===== config.mk =====
export PLATFORM = sky130hd
export DESIGN_NAME = jifenping_ctrl_flat
export DESIGN_NICKNAME = d
export VERILOG_FILES = /design/src/rtl/jifenping_pkg.sv /design/src/rtl/jifenping_if.sv /design/src/rtl/jifenping_rr_arb2.sv /design/src/rtl/jifenping_ctrl.sv /design/src/flat_wrapper.sv
export SDC_FILE = /design/constraint.sdc
export NUM_CORES = 1
export LEC_CHECK = 0
export CAP_MARGIN = 20
export CORE_ASPECT_RATIO = 1.2
export CORE_UTILIZATION = 25
export DETAILED_ROUTE_END_ITERATION = 6
export GPL_ROUTABILITY_DRIVEN = 0
export PLACE_DENSITY = 0.48
export SKIP_CTS_REPAIR_TIMING = 1
export SLEW_MARGIN = 10
export SYNTH_ARGS = -nofsm -noshare
export SYNTH_HDL_FRONTEND = slang
export SYNTH_HIERARCHICAL = 1
export SYNTH_SLANG_ARGS = --single-unit

===== constraint.sdc =====
create_clock -name clk -period 3.2 [get_ports clk]
set_clock_uncertainty 0.2 [all_clocks]
set_input_delay 0.48 -clock clk [delete_from_list [all_inputs] [get_ports clk]]
set_output_delay 0.48 -clock clk [all_outputs]
set_load 0.02 [all_outputs]

===== src/rtl/jifenping_pkg.sv =====
// Shared types and default parameters for the
// clock-divider ratio sequencer.
package jifenping_pkg;

    localparam int JP_W       = 8;
    localparam int JP_DEF_N   = 4;
    localparam int JP_MIN_N   = 2;
    localparam int JP_MAX_N   = 255;
    localparam int JP_RST_CYC = 2;
    localparam int JP_SET_PER = 2;

    typedef enum logic [2:0] {
        INIT,
        IDLE,
        WAIT,
        LOAD,
        SETTLE
    } state_t;

endpackage


===== src/rtl/jifenping_if.sv =====
// Requester-side handshake bundle: two ratio
// requests in, grant/error/done pulses out.
interface jifenping_if
    import jifenping_pkg::*;
#(
    parameter int W = JP_W
);
    logic         req0;
    logic [W-1:0] n0;
    logic         req1;
    logic [W-1:0] n1;
    logic         gnt0;
    logic         gnt1;
    logic         err;
    logic         done;

    modport master (
        output req0, n0, req1, n1,
        input  gnt0, gnt1, err, done
    );

    modport slave (
        input  req0, n0, req1, n1,
        output gnt0, gnt1, err, done
    );
endinterface


===== src/rtl/jifenping_rr_arb2.sv =====
// Two-way round-robin arbiter; one-hot grant,
// last-winner flag moves only on a real grant.
module jifenping_rr_arb2 (
    input  logic       clk,
    input  logic       reset,
    input  logic       en,
    input  logic [1:0] req,
    output logic [1:0] gnt
);
    logic last;

    // Pick the requester that did not win last time on a tie
    always_comb begin
        gnt = 2'b00;
        if (en) begin
            unique case (req)
                2'b11:   gnt = last ? 2'b01 : 2'b10;
                default: gnt = req;
            endcase
        end
    end

    // Remember the last winner; out of reset req0 is favoured
    always_ff @(posedge clk or negedge reset) begin
        if (!reset) begin
            last <= 1'b1;
        end else if (|gnt) begin
            last <= gnt[1];
        end
    end
endmodule


===== src/rtl/jifenping_ctrl.sv =====
// Ratio sequencer: arbitrates requests, applies a new ratio at a
// divider period boundary, resets the divider, then settles to lock.
module jifenping_ctrl
    import jifenping_pkg::*;
#(
    parameter int W       = JP_W,
    parameter int DEF_N   = JP_DEF_N,
    parameter int MIN_N   = JP_MIN_N,
    parameter int MAX_N   = JP_MAX_N,
    parameter int RST_CYC = JP_RST_CYC,
    parameter int SET_PER = JP_SET_PER
) (
    input  logic         clk,
    input  logic         reset,
    jifenping_if.slave   rq,
    output logic         busy,
    output logic         lock,
    output logic [W-1:0] div_n,
    output logic         div_rst
);
    localparam logic [W-1:0] N_RST = DEF_N[W-1:0];
    localparam logic [W:0]   N_LO  = MIN_N[W:0];
    localparam logic [W:0]   N_HI  = MAX_N[W:0];
    localparam logic [W+1:0] RC    = RST_CYC[W+1:0];
    localparam logic [W+1:0] SP    = SET_PER[W+1:0];

    state_t       state;
    state_t       state_nxt;
    logic [W-1:0] pcnt;
    logic [W-1:0] pend_n;
    logic [W+1:0] cnt;
    logic [W+1:0] settle_len;
    logic [1:0]   gnt;
    logic [W-1:0] win_n;
    logic         arb_en;
    logic         bnd;
    logic         legal;
    logic         same;
    logic         rst_last;
    logic         set_last;
    logic         from_load;
    logic         done_q;

    assign arb_en     = (state == IDLE);
    assign win_n      = gnt[1] ? rq.n1 : rq.n0;
    assign legal      = ({1'b0, win_n} >= N_LO) && ({1'b0, win_n} <= N_HI);
    assign same       = (win_n == div_n);
    assign bnd        = (pcnt == div_n - 1'b1);
    assign settle_len = SP * {2'b00, div_n};
    assign rst_last   = (cnt == RC - 1'b1);
    assign set_last   = (cnt == settle_len - 1'b1);

    assign rq.gnt0 = gnt[0];
    assign rq.gnt1 = gnt[1];
    assign rq.err  = (|gnt) && !legal;
    assign rq.done = done_q;

    jifenping_rr_arb2 u_arb (
        .clk   (clk),
        .reset (reset),
        .en    (arb_en),
        .req   ({rq.req1, rq.req0}),
        .gnt   (gnt)
    );

    // State register
    always_ff @(posedge clk or negedge reset) begin
        if (!reset) begin
            state <= INIT;
        end else begin
            state <= state_nxt;
        end
    end

    // Next-state decode and per-state divider controls
    always_comb begin
        state_nxt = state;
        busy      = 1'b1;
        lock      = 1'b0;
        div_rst   = 1'b0;
        unique case (state)
            INIT: begin
                div_rst = 1'b1;
                if (rst_last) state_nxt = SETTLE;
            end
            IDLE: begin
                busy = 1'b0;
                lock = 1'b1;
                if ((|gnt) && legal && !same) state_nxt = WAIT;
            end
            WAIT: begin
                lock = 1'b1;
                if (bnd) state_nxt = LOAD;
            end
            LOAD: begin
                div_rst = 1'b1;
                if (rst_last) state_nxt = SETTLE;
            end
            SETTLE: begin
                if (set_last) state_nxt = IDLE;
            end
            default: state_nxt = INIT;
        endcase
    end

    // Dwell counter for the reset and settle windows
    always_ff @(posedge clk or negedge reset) begin
        if (!reset) begin
            cnt <= '0;
        end else if (state_nxt != state) begin
            cnt <= '0;
        end else begin
            cnt <= cnt + 1'b1;
        end
    end

    // Divider period tracker, held at zero while the divider is in reset
    always_ff @(posedge clk or negedge reset) begin
        if (!reset) begin
            pcnt <= '0;
        end else if (div_rst || bnd) begin
            pcnt <= '0;
        end else begin
            pcnt <= pcnt + 1'b1;
        end
    end

    // Capture the winner's ratio and apply it only at a period boundary
    always_ff @(posedge clk or negedge reset) begin
        if (!reset) begin
            pend_n <= '0;
            div_n  <= N_RST;
        end else begin
            if (|gnt) pend_n <= win_n;
            if (state == WAIT && bnd) div_n <= pend_n;
        end
    end

    // Settle origin and the done pulse
    always_ff @(posedge clk or negedge reset) begin
        if (!reset) begin
            from_load <= 1'b0;
            done_q    <= 1'b0;
        end else begin
            if (state != SETTLE) from_load <= (state == LOAD);
            done_q <= (state == SETTLE && set_last && from_load)
                   || (state == IDLE && (|gnt) && legal && same);
        end
    end
endmodule


===== src/flat_wrapper.sv =====
// flat-port wrapper written by rule: the top's interface ports become plain ports
module jifenping_ctrl_flat import jifenping_pkg::*;
#(
    parameter int W       = JP_W,
    parameter int DEF_N   = JP_DEF_N,
    parameter int MIN_N   = JP_MIN_N,
    parameter int MAX_N   = JP_MAX_N,
    parameter int RST_CYC = JP_RST_CYC,
    parameter int SET_PER = JP_SET_PER
)
  (clk, reset, busy, lock, div_n, div_rst, rq_req0, rq_n0, rq_req1, rq_n1, rq_gnt0, rq_gnt1, rq_err, rq_done);
  jifenping_if #(.W(W)) rq_i ();
  input  logic clk;
  input  logic reset;
  output logic busy;
  output logic lock;
  output logic [W-1:0] div_n;
  output logic div_rst;
  input wire logic [$bits(rq_i.req0)-1:0] rq_req0;
  input wire logic [$bits(rq_i.n0)-1:0] rq_n0;
  input wire logic [$bits(rq_i.req1)-1:0] rq_req1;
  input wire logic [$bits(rq_i.n1)-1:0] rq_n1;
  output wire logic [$bits(rq_i.gnt0)-1:0] rq_gnt0;
  output wire logic [$bits(rq_i.gnt1)-1:0] rq_gnt1;
  output wire logic [$bits(rq_i.err)-1:0] rq_err;
  output wire logic [$bits(rq_i.done)-1:0] rq_done;
  assign rq_i.req0 = rq_req0;
  assign rq_i.n0 = rq_n0;
  assign rq_i.req1 = rq_req1;
  assign rq_i.n1 = rq_n1;
  assign rq_gnt0 = rq_i.gnt0;
  assign rq_gnt1 = rq_i.gnt1;
  assign rq_err = rq_i.err;
  assign rq_done = rq_i.done;
  jifenping_ctrl #(.W(W), .DEF_N(DEF_N), .MIN_N(MIN_N), .MAX_N(MAX_N), .RST_CYC(RST_CYC), .SET_PER(SET_PER)) u_core (.clk(clk), .reset(reset), .rq(rq_i), .busy(busy), .lock(lock), .div_n(div_n), .div_rst(div_rst));
endmodule

# Word level (Yosys, flattened, before mapping)
# Cells that the tools add are included.
# totals
regBits	40
out_inout_bits	15
wordCells	55
# classes
add_sub_neg	4
magnitude_cmp	1
eq_ne	11
n_mux	14
reduce_logical	17
# ops
cell	n
equality test 8 bit	2
2-to-1 mux 8 bit	2
2-to-1 mux 3 bit	4
one-hot mux 3 bit (4 select lines)	1
adder 10 x 1 -> 10 bit (second input constant)	1
equality test 10 x 1 -> 1 bit (second input constant)	1
equality test 10 bit	1
2-to-1 mux 10 bit	1
subtractor 9 x 1 -> 10 bit (second input constant)	1
logical AND 1 bit	9
adder 8 x 1 -> 8 bit (second input constant)	1
>= comparator 8 x 2 -> 1 bit (second input constant)	1
subtractor 8 x 1 -> 8 bit (second input constant)	1
equality test 3 x 2 -> 1 bit (second input constant)	2
2-to-1 mux 2 bit	3
OR reduction 2 bit	3
equality test 3 x 1 -> 1 bit (second input constant)	1
equality test 3 bit (second input constant)	1
zero test 3 bit	1
2-to-1 mux 1 bit	3
inequality test 3 bit	1
inequality test 3 bit (second input constant)	1
equality test 2 bit (second input constant)	1
zero test 1 bit	2
logical OR 1 bit	2

# Depth between registers and ports, before layout
# logic_depth
ltp_word	11
mapped_depth	15
mapped_depth_nobuf	12

# By module
# The synthesis kept the hierarchy.
# by_module_without_submodules
module	instances	cells_each	area_each_um2	seq_area_each_um2
jifenping_ctrl	1	272	2633.8	977.2
jifenping_rr_arb2	1	8	62.6	26.3

# Worst setup path before layout
# OpenSTA, ideal clock, no wires.
# synth_path
kind	flip-flop to flip-flop
startpoint	reg u_core.state[0]
endpoint	reg u_core.cnt[0]
setup_time_ns	0.157
arrival_time_ns	3.447
slack_ns	-0.604
path_stages_with_launch	15
path_buffers	2
synth_period_minus_slack_ns	3.804
cell_sequence	dfrtp_1 > inv_1 > nor2_1 > nand2_1 > inv_1 > nand2_1 > a21oi_1 > buf_2 > clkbuf_1 > nor3_1 > o21a_1 > a211o_1 > a211o_1 > a2bb2oi_1 > a221oi_1
# synth_via
elab_chain_len	10
# synth_rtl
element	line	rtl
start: declaration	jifenping_ctrl.sv:27	state_t state;
start signal: assignment	jifenping_ctrl.sv:71	state <= state_nxt;
equality test 3 x 1 -> 1 bit (*)	jifenping_ctrl.sv:44	assign arb_en = (state == IDLE);
net u_core.arb_en	jifenping_ctrl.sv:35	logic arb_en;
2-to-1 mux 2 bit (*)	jifenping_rr_arb2.sv:15	if (en) begin
net rq_gnt1	flat_wrapper.sv:24	output wire logic [$bits(rq_i.gnt1)-1:0] rq_gnt1;
2-to-1 mux 8 bit	jifenping_ctrl.sv:45	assign win_n = gnt[1] ? rq.n1 : rq.n0;
>= comparator 8 x 2 -> 1 bit or equality test 8 bit (tied branches)	jifenping_ctrl.sv:46, jifenping_ctrl.sv:47	
logical AND 1 bit or zero test 1 bit (tied branches)	jifenping_ctrl.sv:89	if ((|gnt) && legal && !same) state_nxt = WAIT;
logical AND 1 bit (*)	jifenping_ctrl.sv:89	
2-to-1 mux 3 bit (*)	jifenping_ctrl.sv:89	
one-hot mux 3 bit (4 select lines) (*)	jifenping_ctrl.sv:81	unique case (state)
inequality test 3 bit (*)	jifenping_ctrl.sv:110	end else if (state_nxt != state) begin
2-to-1 mux 10 bit (*)	jifenping_ctrl.sv:110	
end signal: assignment	jifenping_ctrl.sv:113	cnt <= cnt + 1'b1;
end: declaration	jifenping_ctrl.sv:31	logic [W+1:0] cnt;
# Mark *: on every way through the listed nets, which the timed path passes. The rest lies on a longest branch.
# A chain may end at the register's enable or synchronous reset.

# Worst setup path after layout
# layout_path
startpoint	in rq_req1
endpoint	reg u_core.cnt[3]
# layout_via
elab_chain_len	11
# layout_rtl
element	line	rtl
start: declaration	flat_wrapper.sv:21	input wire logic [$bits(rq_i.req1)-1:0] rq_req1;
equality test 2 bit	jifenping_rr_arb2.sv:16	unique case (req)
2-to-1 mux 2 bit (*)	jifenping_rr_arb2.sv:16	
2-to-1 mux 2 bit (*)	jifenping_rr_arb2.sv:15	
2-to-1 mux 8 bit	jifenping_ctrl.sv:45	
>= comparator 8 x 2 -> 1 bit or equality test 8 bit (tied branches)	jifenping_ctrl.sv:46, jifenping_ctrl.sv:47	
logical AND 1 bit or zero test 1 bit (tied branches)	jifenping_ctrl.sv:89	
logical AND 1 bit (*)	jifenping_ctrl.sv:89	
2-to-1 mux 3 bit (*)	jifenping_ctrl.sv:89	
one-hot mux 3 bit (4 select lines) (*)	jifenping_ctrl.sv:81	
inequality test 3 bit (*)	jifenping_ctrl.sv:110	
2-to-1 mux 10 bit (*)	jifenping_ctrl.sv:110	
# Every way passes the cells marked *; elsewhere a longest branch is shown, timed or not.

==> results.yml <==
floorplanning:
  core-area_sq_mm: 0.0105
  start_util: 0.256
  die_area_sq_mm: 0.0112
  ios: 35
  rows: 41
  die_x_um: 96.8
  die_h_um: 116
final_layout:
  fin_cells: 478
  syn_to_final_growth_pct: 39.9
  antenna-diode-count: 0
  nets: 372
  post-route-util: 0.359
  drive_above_1_share: 0.272
  mostFrequentLayoutCells: "dfrtp_1, buf_4, clkdlybuf4s50_1"
  mostFrequentLayoutCell: "dfrtp_1"
drt:
  routedWlPerCell_um: 15.2
  drt-vias-per-instance: 4.82
  drc: 0
  postRouteAntennaNets: 0
  drt_wl_total_um: 7240
  vias: 2306
  drt_iter0_markers: 78
  dr.pass1.iters: 4
synthesis:
  synth_warnings: 6
  syn_area_per_cell_sq_um: 9.63
  ys_ff_latch: 40
  netlist_area_sq_mm: 0.00270
  synth_edf_count: 0
  synth_cell_types: 49
  syn_nets: 304
  synth_flop_cell: "dfrtp_1"
  async_reset_ff_frac: 1.00
  syn_inst: 280
  yosysSeqAreaShare: 0.372
run_status:
  outcome: "finished, final reports clean"
sta:
  holdWs_ns: 0.138
  fin_ws_ns: 0.167
  setup_viol: 0
  tightest_slew_ns: 0.935
  slew_headroom: 0.377
  slew_violations: 0
  fin_crit_ns: 3.03
  final_hold_viol_count: 0
  min_period_over_period: 0.948
  fmax_mhz: 330
power_and_ir_drop:
  power_w: 0.00107
  peakVddDrop_mv: 0.203
  p_per_area_mw_per_mm2: 284
  leakage_nw: 1.55
clocking:
  clk_latency_ns: 0.29
  cts_sinks: 40
  cts_buffers: 5
  ctsRootBufferMaster: "clkbuf_16"
  htree_num_levels: 2
  clock_path_buffers: 2
  clk_pin_slew_ns: 0.06
  cts_tree: "built"
placed_design:
  dp_hpwl_um: 5290
  portBuffers: 34
  dp_cells: 463
  dp_worst_setup_slack_ns: -0.253
critical_path:
  worstPathMaxFanout: 8
  required_ns: 3.19
  ff2ff_path_depth: 15
  cp-start-kind: "input pin"
  arrival_ns: 3.02
  crit_type: "in2reg"
  reg2reg_to: "u_core/cnt[3]"
  setup.worst_path.start: "rq_req1"
  r2r_setup_slack_ns: 0.19
  critical_path.endpoint: "u_core/cnt[3]"
  end_kind: "flip-flop"
  timing.rr.start: "u_core/state[2]"
worst_hold_path:
  hold_path.class: "in2async"
grt:
  grt_pass1_wl_um: 11900
  globalRouteOverflowTotal: 0
  antenna_found_initial: 0
  grt_max_degree: 41
  grt_usage: 0.133
  first_global_vias: 2359
job:
  cap_violations: 0
worst max-delay path, stage by stage:
cell,delay [ns]
clkdlybuf4s50_1,0.49
nand2_2,0.08
a21oi_4,0.16
buf_12,0.14
buf_6,0.12
mux2i_2,0.23
xnor2_1,0.08
nor4_1,0.28
buf_4,0.18
a21oi_1,0.09
nand3b_1,0.24
buf_2,0.21
a221oi_2,0.24
report_power, final:
group | internal, W | switching [W]
Combinational | 0.0000336 | 0.0000280
Clock | 0.000290 | 0.000215
Sequential | 0.000506 | 0
Total | 0.000829 | 0.000243
cell usage after synthesis (5+ instances only):
library cell / count / area (sq um)
nor4_1: 7 / 43.8
nand2b_1: 6 / 37.5
nor2_1: 18 / 67.6
xnor2_1: 19 / 166
a21oi_1: 8 / 40.0
inv_1: 10 / 37.5
clkbuf_1: 10 / 37.5
nor3_1: 5 / 25.0
mux2i_1: 15 / 150
a221oi_1: 11 / 96.3
nand3_1: 14 / 70.1
dfrtp_1: 38 / 951
mux2_4: 8 / 120
xor2_1: 17 / 149
nand2_1: 16 / 60.1
o21ai_0: 14 / 70.1
stage by stage:
step	cell area [sq um]	TNS, ns
floorplan	2730	0
global placement	3420	-2.14
detailed placement	3420	-2.69
CTS	3570	-0.735
global route	3770	-0.0457
finish	3770	0
worst min-delay path by stage:
stage	startpoint	endpoint	slack, ns
floorplan	reset	u_core/cnt[0]	-0.02
global placement	u_core/pend_n[2]	u_core/div_n[2]	0.30
detailed placement	u_core/pend_n[2]	u_core/div_n[2]	0.30
CTS	reset	u_core/pend_n[0]	0.18
global route	reset	u_core/pend_n[7]	0.23
finish	reset	u_core/pcnt[1]	0.14
cell families after synthesis:
| family | count (synthesis) | synth area share |
|---|---|---|
| xor+xnor | 37 | 0.125 |
| flops | 40 | 0.372 |
| fa+ha+maj | 5 | 0.0223 |
| compound gates | 53 | 0.139 |
| simple gates | 95 | 0.190 |
| mux | 25 | 0.109 |
| buf+inv | 25 | 0.0427 |
metal layers:
metal / global-route usage / routed length [um] / vias up
li1: - / - / 1158
met1: 0.160 / 3290 / 1109
met2: 0.240 / 3660 / 33
met3: 0.0229 / 174 / 6
met4: 0.0488 / 123 / 0
met5: 0 / 0 / -
sequential cells by signal (all words and copies together), names as in the netlist:
register           flops
u_core/from_load       1
u_core/rq.done         1
u_core/cnt            10
u_core/state           3
u_core/u_arb/last      1
u_core/div_n           8
u_core/pcnt            8
u_core/pend_n          8
final cells by class:
| cell class | count | area [sq um] |
|---|---|---|
| sequential | 40 | 1000 |
| inverter | 10 | 37.5 |
| clock buffer | 5 | 125 |
| clock inverter | 3 | 23.8 |
| tap | 129 | 161 |
| multi-input combinational | 215 | 1700 |
| fill | 1040 | 6750 |
| timing repair buffer | 76 | 721 |
(Power assumes the default switching activity.)
